--- config.mk ---
export PLATFORM = sky130hd
export DESIGN_NAME = jvm_insn_splitter
export DESIGN_NICKNAME = d
export VERILOG_FILES = /design/src/rtl/jvm_pkg.sv /design/src/rtl/jvm_switch_len.sv /design/src/rtl/jvm_insn_splitter.sv
export SDC_FILE = /design/constraint.sdc
export NUM_CORES = 1
export LEC_CHECK = 0
export ABC_AREA = 1
export BUFFER_PORTS_ARGS = -buffer_cell sky130_fd_sc_hd__buf_2
export CORE_UTILIZATION = 30
export CTS_CLUSTER_SIZE = 20
export DETAILED_ROUTE_END_ITERATION = 7
export SETUP_SLACK_MARGIN = 0.15
export SYNTH_ARGS = -nofsm -noshare
export SYNTH_HDL_FRONTEND = slang
export SYNTH_SLANG_ARGS = --single-unit
--- constraint.sdc ---
create_clock -name clk -period 2.8 [get_ports clk]
set_input_delay 0.28 -clock clk [delete_from_list [all_inputs] [get_ports clk]]
set_output_delay 0.28 -clock clk [all_outputs]
set_load 0.01 [all_outputs]
--- src/rtl/jvm_pkg.sv ---
// Shared opcode constants, splitter state encoding, error codes and the
// fixed-operand length table for the JVM instruction splitter.
package jvm_pkg;

    localparam logic [7:0] OP_WIDE         = 8'hC4;
    localparam logic [7:0] OP_IINC         = 8'h84;
    localparam logic [7:0] OP_TABLESWITCH  = 8'hAA;
    localparam logic [7:0] OP_LOOKUPSWITCH = 8'hAB;

    typedef enum logic [2:0] {
        S_OPC  = 3'd0,
        S_FIX  = 3'd1,
        S_WOPC = 3'd2,
        S_PAD  = 3'd3,
        S_HDR  = 3'd4,
        S_BODY = 3'd5,
        S_ERR  = 3'd6
    } state_t;

    localparam logic [1:0] ERR_NONE   = 2'd0;
    localparam logic [1:0] ERR_UNDEF  = 2'd1;
    localparam logic [1:0] ERR_SWITCH = 2'd2;
    localparam logic [1:0] ERR_UNSUP  = 2'd3;

    typedef struct packed {
        logic       undef;
        logic [2:0] len;
    } op_len_t;

    // wide, tableswitch and lookupswitch report length 0 here; the splitter
    // intercepts them before the table result is used.
    function automatic op_len_t op_len(input logic [7:0] op);
        op_len_t r;
        r.undef = 1'b0;
        r.len   = 3'd0;
        case (op) inside
            8'h10, 8'h12, [8'h15:8'h19], [8'h36:8'h3A], 8'hA9, 8'hBC:
                r.len = 3'd1;
            8'h11, 8'h13, 8'h14, 8'h84, [8'h99:8'hA8], [8'hB2:8'hB8],
            8'hBB, 8'hBD, 8'hC0, 8'hC1, 8'hC6, 8'hC7:
                r.len = 3'd2;
            8'hC5:
                r.len = 3'd3;
            8'hB9, 8'hBA, 8'hC8, 8'hC9:
                r.len = 3'd4;
            [8'hCB:8'hFD]:
                r.undef = 1'b1;
            default:
                r.len = 3'd0;
        endcase
        return r;
    endfunction

endpackage

--- src/rtl/jvm_switch_len.sv ---
// Switch header collector: assembles big-endian header words and computes the
// body byte count of a tableswitch/lookupswitch, flagging bad bounds or overflow.
module jvm_switch_len
    import jvm_pkg::*;
#(
    parameter int CNT_W = 16
) (
    input  logic             clk,
    input  logic             rst,
    input  logic             shift,
    input  logic             latch_low,
    input  logic             is_table,
    input  logic [7:0]       din,
    output logic [CNT_W-1:0] body_len,
    output logic             bad
);

    // Only the three most recent bytes are stored; the incoming byte completes the word.
    logic [23:0] hdr;
    logic [31:0] low;
    logic [31:0] word;
    logic [33:0] span;
    logic [35:0] body;

    always_ff @(posedge clk or posedge rst) begin
        if (rst) begin
            hdr <= '0;
            low <= '0;
        end else begin
            if (shift)     hdr <= word[23:0];
            if (latch_low) low <= word;
        end
    end

    always_comb begin
        word = {hdr, din};
        // high - low + 1 in 34-bit two's complement cannot wrap for any 32-bit inputs
        span = {{2{word[31]}}, word} - {{2{low[31]}}, low} + 34'd1;
        if (is_table) begin
            body = {span, 2'b00};
            bad  = span[33] | (span == 34'd0);
        end else begin
            body = {1'b0, word, 3'b000};
            bad  = word[31];
        end
        bad      = bad | (|body[35:CNT_W]);
        body_len = body[CNT_W-1:0];
    end

endmodule

--- src/rtl/jvm_insn_splitter.sv ---
// Streaming JVM bytecode splitter: tags each byte with sop/eop and owning PC.
// Switch parsing is built only when JVM_SPLIT_SWITCH_EN is defined.
module jvm_insn_splitter
    import jvm_pkg::*;
#(
    parameter int PC_W  = 16,
    parameter int CNT_W = 16
) (
    input  logic            clk,
    input  logic            rst,
    input  logic            in_start,
    input  logic            in_valid,
    output logic            in_ready,
    input  logic [7:0]      in_byte,
    output logic            out_valid,
    input  logic            out_ready,
    output logic [7:0]      out_byte,
    output logic            out_sop,
    output logic            out_eop,
    output logic [PC_W-1:0] out_ins_pc,
    output logic            err,
    output logic [1:0]      err_code
);

    // Handshake: a byte moves when valid & ready are both high at a clock edge;
    // valid never depends on ready, and a stalled output holds every out_* field.
    state_t          st, st_n, cur;
    logic [2:0]      rem, rem_n;
    logic [PC_W-1:0] pc, pc_n, cur_pc, ins_pc_n;
    logic            run, acc, fwd_n, sop_n, eop_n, err_n;
    logic [1:0]      code_n;
    op_len_t         lk;

    assign in_ready = run & (~out_valid | out_ready);
    assign acc      = in_valid & in_ready;

`ifdef JVM_SPLIT_SWITCH_EN
    logic [3:0]       hdr_cnt, hdr_cnt_n;
    logic             is_tab, is_tab_n;
    logic [CNT_W-1:0] body_rem, body_rem_n, body_len;
    logic             sw_bad;

    jvm_switch_len #(.CNT_W(CNT_W)) u_switch_len (
        .clk       (clk),
        .rst       (rst),
        .shift     (acc && cur == S_HDR),
        .latch_low (acc && cur == S_HDR && hdr_cnt == 4'd5),
        .is_table  (is_tab),
        .din       (in_byte),
        .body_len  (body_len),
        .bad       (sw_bad)
    );

    always_ff @(posedge clk or posedge rst) begin
        if (rst) begin
            hdr_cnt  <= '0;
            is_tab   <= 1'b0;
            body_rem <= '0;
        end else if (acc) begin
            hdr_cnt  <= hdr_cnt_n;
            is_tab   <= is_tab_n;
            body_rem <= body_rem_n;
        end
    end
`endif

    always_comb begin
        cur      = in_start ? S_OPC : st;
        cur_pc   = in_start ? '0 : pc;
        lk       = op_len(in_byte);
        st_n     = cur;
        rem_n    = rem;
        pc_n     = cur_pc + PC_W'(1);
        ins_pc_n = out_ins_pc;
        sop_n    = 1'b0;
        eop_n    = 1'b0;
        fwd_n    = 1'b1;
        err_n    = in_start ? 1'b0 : err;
        code_n   = in_start ? ERR_NONE : err_code;
`ifdef JVM_SPLIT_SWITCH_EN
        hdr_cnt_n  = hdr_cnt;
        is_tab_n   = is_tab;
        body_rem_n = body_rem;
`endif
        case (cur)
            S_OPC: begin
                sop_n    = 1'b1;
                ins_pc_n = cur_pc;
                if (in_byte == OP_WIDE) begin
                    st_n = S_WOPC;
                end else if (in_byte == OP_TABLESWITCH || in_byte == OP_LOOKUPSWITCH) begin
`ifdef JVM_SPLIT_SWITCH_EN
                    is_tab_n  = (in_byte == OP_TABLESWITCH);
                    hdr_cnt_n = (in_byte == OP_TABLESWITCH) ? 4'd12 : 4'd8;
                    st_n      = (cur_pc[1:0] == 2'd3) ? S_HDR : S_PAD;
`else
                    st_n   = S_ERR;
                    err_n  = 1'b1;
                    code_n = ERR_UNSUP;
`endif
                end else if (lk.undef) begin
                    st_n   = S_ERR;
                    err_n  = 1'b1;
                    code_n = ERR_UNDEF;
                end else if (lk.len == 3'd0) begin
                    eop_n = 1'b1;
                end else begin
                    rem_n = lk.len;
                    st_n  = S_FIX;
                end
            end
            S_FIX: begin
                if (rem == 3'd1) begin
                    eop_n = 1'b1;
                    st_n  = S_OPC;
                end else begin
                    rem_n = rem - 3'd1;
                end
            end
            S_WOPC: begin
                if (in_byte == OP_IINC) begin
                    rem_n = 3'd4;
                    st_n  = S_FIX;
                end else if (in_byte inside {[8'h15:8'h19], [8'h36:8'h3A], 8'hA9}) begin
                    rem_n = 3'd2;
                    st_n  = S_FIX;
                end else begin
                    st_n   = S_ERR;
                    err_n  = 1'b1;
                    code_n = ERR_UNDEF;
                end
            end
`ifdef JVM_SPLIT_SWITCH_EN
            S_PAD: begin
                if (cur_pc[1:0] == 2'd3) st_n = S_HDR;
            end
            S_HDR: begin
                hdr_cnt_n = hdr_cnt - 4'd1;
                if (hdr_cnt == 4'd1) begin
                    if (sw_bad) begin
                        st_n   = S_ERR;
                        err_n  = 1'b1;
                        code_n = ERR_SWITCH;
                    end else if (body_len == '0) begin
                        eop_n = 1'b1;
                        st_n  = S_OPC;
                    end else begin
                        body_rem_n = body_len;
                        st_n       = S_BODY;
                    end
                end
            end
            S_BODY: begin
                if (body_rem == CNT_W'(1)) begin
                    eop_n = 1'b1;
                    st_n  = S_OPC;
                end else begin
                    body_rem_n = body_rem - CNT_W'(1);
                end
            end
`endif
            S_ERR: begin
                fwd_n = 1'b0;
            end
            default: begin
                st_n = S_OPC;
            end
        endcase
    end

    always_ff @(posedge clk or posedge rst) begin
        if (rst) begin
            run        <= 1'b0;
            st         <= S_OPC;
            rem        <= '0;
            pc         <= '0;
            out_valid  <= 1'b0;
            out_byte   <= '0;
            out_sop    <= 1'b0;
            out_eop    <= 1'b0;
            out_ins_pc <= '0;
            err        <= 1'b0;
            err_code   <= ERR_NONE;
        end else begin
            run <= 1'b1;
            if (in_ready) out_valid <= acc & fwd_n;
            if (acc) begin
                st         <= st_n;
                rem        <= rem_n;
                pc         <= pc_n;
                out_byte   <= in_byte;
                out_sop    <= sop_n;
                out_eop    <= eop_n;
                out_ins_pc <= ins_pc_n;
                err        <= err_n;
                err_code   <= code_n;
            end
        end
    end

endmodule

==> impl_metrics.yaml <==
outcome:
  status: "finished, final reports clean"
synth:
  synthCells: 389
  synth_flop_cell: "dfrtp_1"
  syn_nets: 405
  ys_ff_latch: 53
  ys_types: 40
  yosys_warnings: 0
  async_flop_share: 1.00
  yosys-top-cells-count: "108 x nand2_1, 53 x dfrtp_1, 52 x inv_1, 37 x nor2_1, 24 x o21ai_0"
  synth.top_cell.area_share: 0.445
  seq_area_frac_synth: 0.445
  ys_top_cells_by_area: "dfrtp_1 45%, nand2_1 14%, inv_1 6.6%"
  synth_area_per_cell_sq_um: 7.66
  synth.most_common_cell: "nand2_1"
  yosysTopAreaCell: "dfrtp_1"
  syn_area_sq_um: 2980
  synth_enable_flop_cells: 0
timing:
  maxSlewHeadroom: 0.631
  hold_violations: 0
  worstMarginPinSlew_ps: 552
  maxClockFrequency_mhz: 523
  setup_viol: 0
  clock_skew_ps: 5.47
  hold_slack_ps: 4.41
  slew_violations: 0
  period_share: 0.683
  fin_tns_setup_ps: 0
  rsz0062_at_grt: "no"
  post-route-min-period_ps: 1910
  fin_ws_ps: 889
setup_path:
  required_ps: 3010
  end_kind: "register"
  setup.worst_path.end: "pc[14]"
  regToRegStartpoint: "pc[0]"
  crit_type: "reg2reg"
  critPathLaunchType: "register"
  worstPathArrival_ps: 2120
  critPathMaxFanout: 3
  ff2ff_path_depth: 13
  crit_start: "pc[0]"
  rrSetupSlack_ps: 890
  rr_endpoint: "pc[14]"
hold_path:
  worstHoldPathType: "in2async"
floorplan:
  chipWidth_microns: 102
  initial_core_util: 0.316
  die_h_microns: 102
  core-area_sq_um: 9420
  die-area_sq_um: 10300
  io_pins: 44
  fp-row-count: 35
routing:
  drtPass1Iterations: 4
  ant_nets: 0
  first_iter_violations: 127
  wl_mm: 6.52
  viasPerCell: 4.52
  vias: 2547
  wl_per_cell_microns: 11.6
  drc: 0
global_route:
  antenna_found_initial: 0
  grt_pass1_vias: 2443
  grt_max_degree: 29
  grt_use_total: 0.141
  grt_use_met3: 0.0345
  gr-usage-met1: 0.181
  grt-ovfl-total: 0
  top_usage_layer: "met2"
  grt_pass1_wl_mm: 11.4
  grt_use_met2: 0.230
cts:
  clk_path_buf_depth: 2
  cts_setup_buffers: 0
  cts_hold_buffers: 0
  clk_latency_ps: 310
  cts_tree: "done"
  ctsResizeCount: 0
  cts.clk_slew.worst_paths_ps: 100
  cts-buffers-inserted: 5
  clockRootBuffer: "clkbuf_8"
  cts_sinks: 53
  htree_levels: 2
place:
  post-dp-hpwl_mm: 4.94
  numPlacedInstances: 555
  dp_slack_ps: 739
  place_area_sq_um: 3330
  gp_congestion: 0.933
  io_buffer_count: 43
cells_and_area:
  nNetsFinal: 449
  area_growth_syn_to_layout_pct: 15.0
  fin_area_sq_um: 3420
  utilization: 0.364
  fillers: 1027
  drive_above_1_share: 0.203
  num_antenna_cells: 0
  layout.cells.non_filler: 563
power_and_ir_drop:
  leakage_nw: 1.77
  p_total_mw: 2.00
  vdd_drop_max_uv: 233
  powerDensity_nw_per_um2: 583
run:
  maxCapViolCount: 0
## how the worst min path moves through the flow
stage / end / startpoint
2_1_floorplan: out_byte[7] / in_byte[7]
3_3_place_gp: out_byte[4] / rst
3_5_place_dp: run / rst
4_1_cts: out_byte[4] / rst
5_1_grt: run / rst
6_report: run / rst
## logic make-up after synthesis
group / after synthesis / share of synthesized area
compound gates: 53 / 0.0979
xor+xnor: 12 / 0.0353
fa+ha+maj: 3 / 0.0126
buf+inv: 69 / 0.0916
flops: 53 / 0.445
other cells: 1 / 0.00126
simple gates: 198 / 0.316
## registers in the layout, indices dropped and copies added, names as in the netlist
signal	flops
err_code	2
st	3
out_eop	1
out_sop	1
err	1
rem	3
out_byte	8
out_valid	1
out_ins_pc	16
pc	16
run	1
## report_power, final
group	switching [mW]	internal (mW)	total, mW	leakage, nW
Sequential	0.0823	0.882	0.964	0.701
Clock	0.276	0.182	0.458	0.0423
Combinational	0.367	0.206	0.572	1.02
Total	0.725	1.27	2.00	1.77
## area by class of cell
class	count	area [sq um]	area share
inverter	61	231	0.0676
tap	129	161	0.0471
clock inverter	3	26.3	0.00768
timing repair buffer	45	230	0.0673
sequential	53	1330	0.387
clock buffer	5	68.8	0.0201
multi-input combinational	267	1380	0.403
## worst max-delay path: stages (launching register included)
cell,delay [ps]
dfrtp_1,400
inv_1,50
nor2_1,150
ha_1,240
nand2_4,70
nor2_4,70
inv_2,40
nor2_4,90
nand2_2,90
nor2_4,110
nand2_2,80
nor3_4,170
nand3_2,90
xor2_1,140
## placed cells by master, fill, tap and decap left out, types with 3 or more instances in the layout
| cell type | count |
|---|---|
| nand3_1 | 20 |
| xnor2_1 | 5 |
| clkbuf_8 | 5 |
| o21ai_0 | 24 |
| nor2_4 | 5 |
| nand4_1 | 3 |
| nand2_1 | 108 |
| buf_2 | 43 |
| xor2_1 | 7 |
| inv_1 | 51 |
| nand2_2 | 9 |
| ha_1 | 3 |
| inv_2 | 8 |
| dfrtp_1 | 53 |
| a21oi_1 | 7 |
| nor2_1 | 37 |
| o21ai_1 | 12 |
## layer usage
metal  vias up  share of wire
li1       1309              -
met1      1166           0.48
met2        62           0.45
met3        10          0.047
met4         0          0.019
met5         -              0
Power figures use the tool's default switching activity.
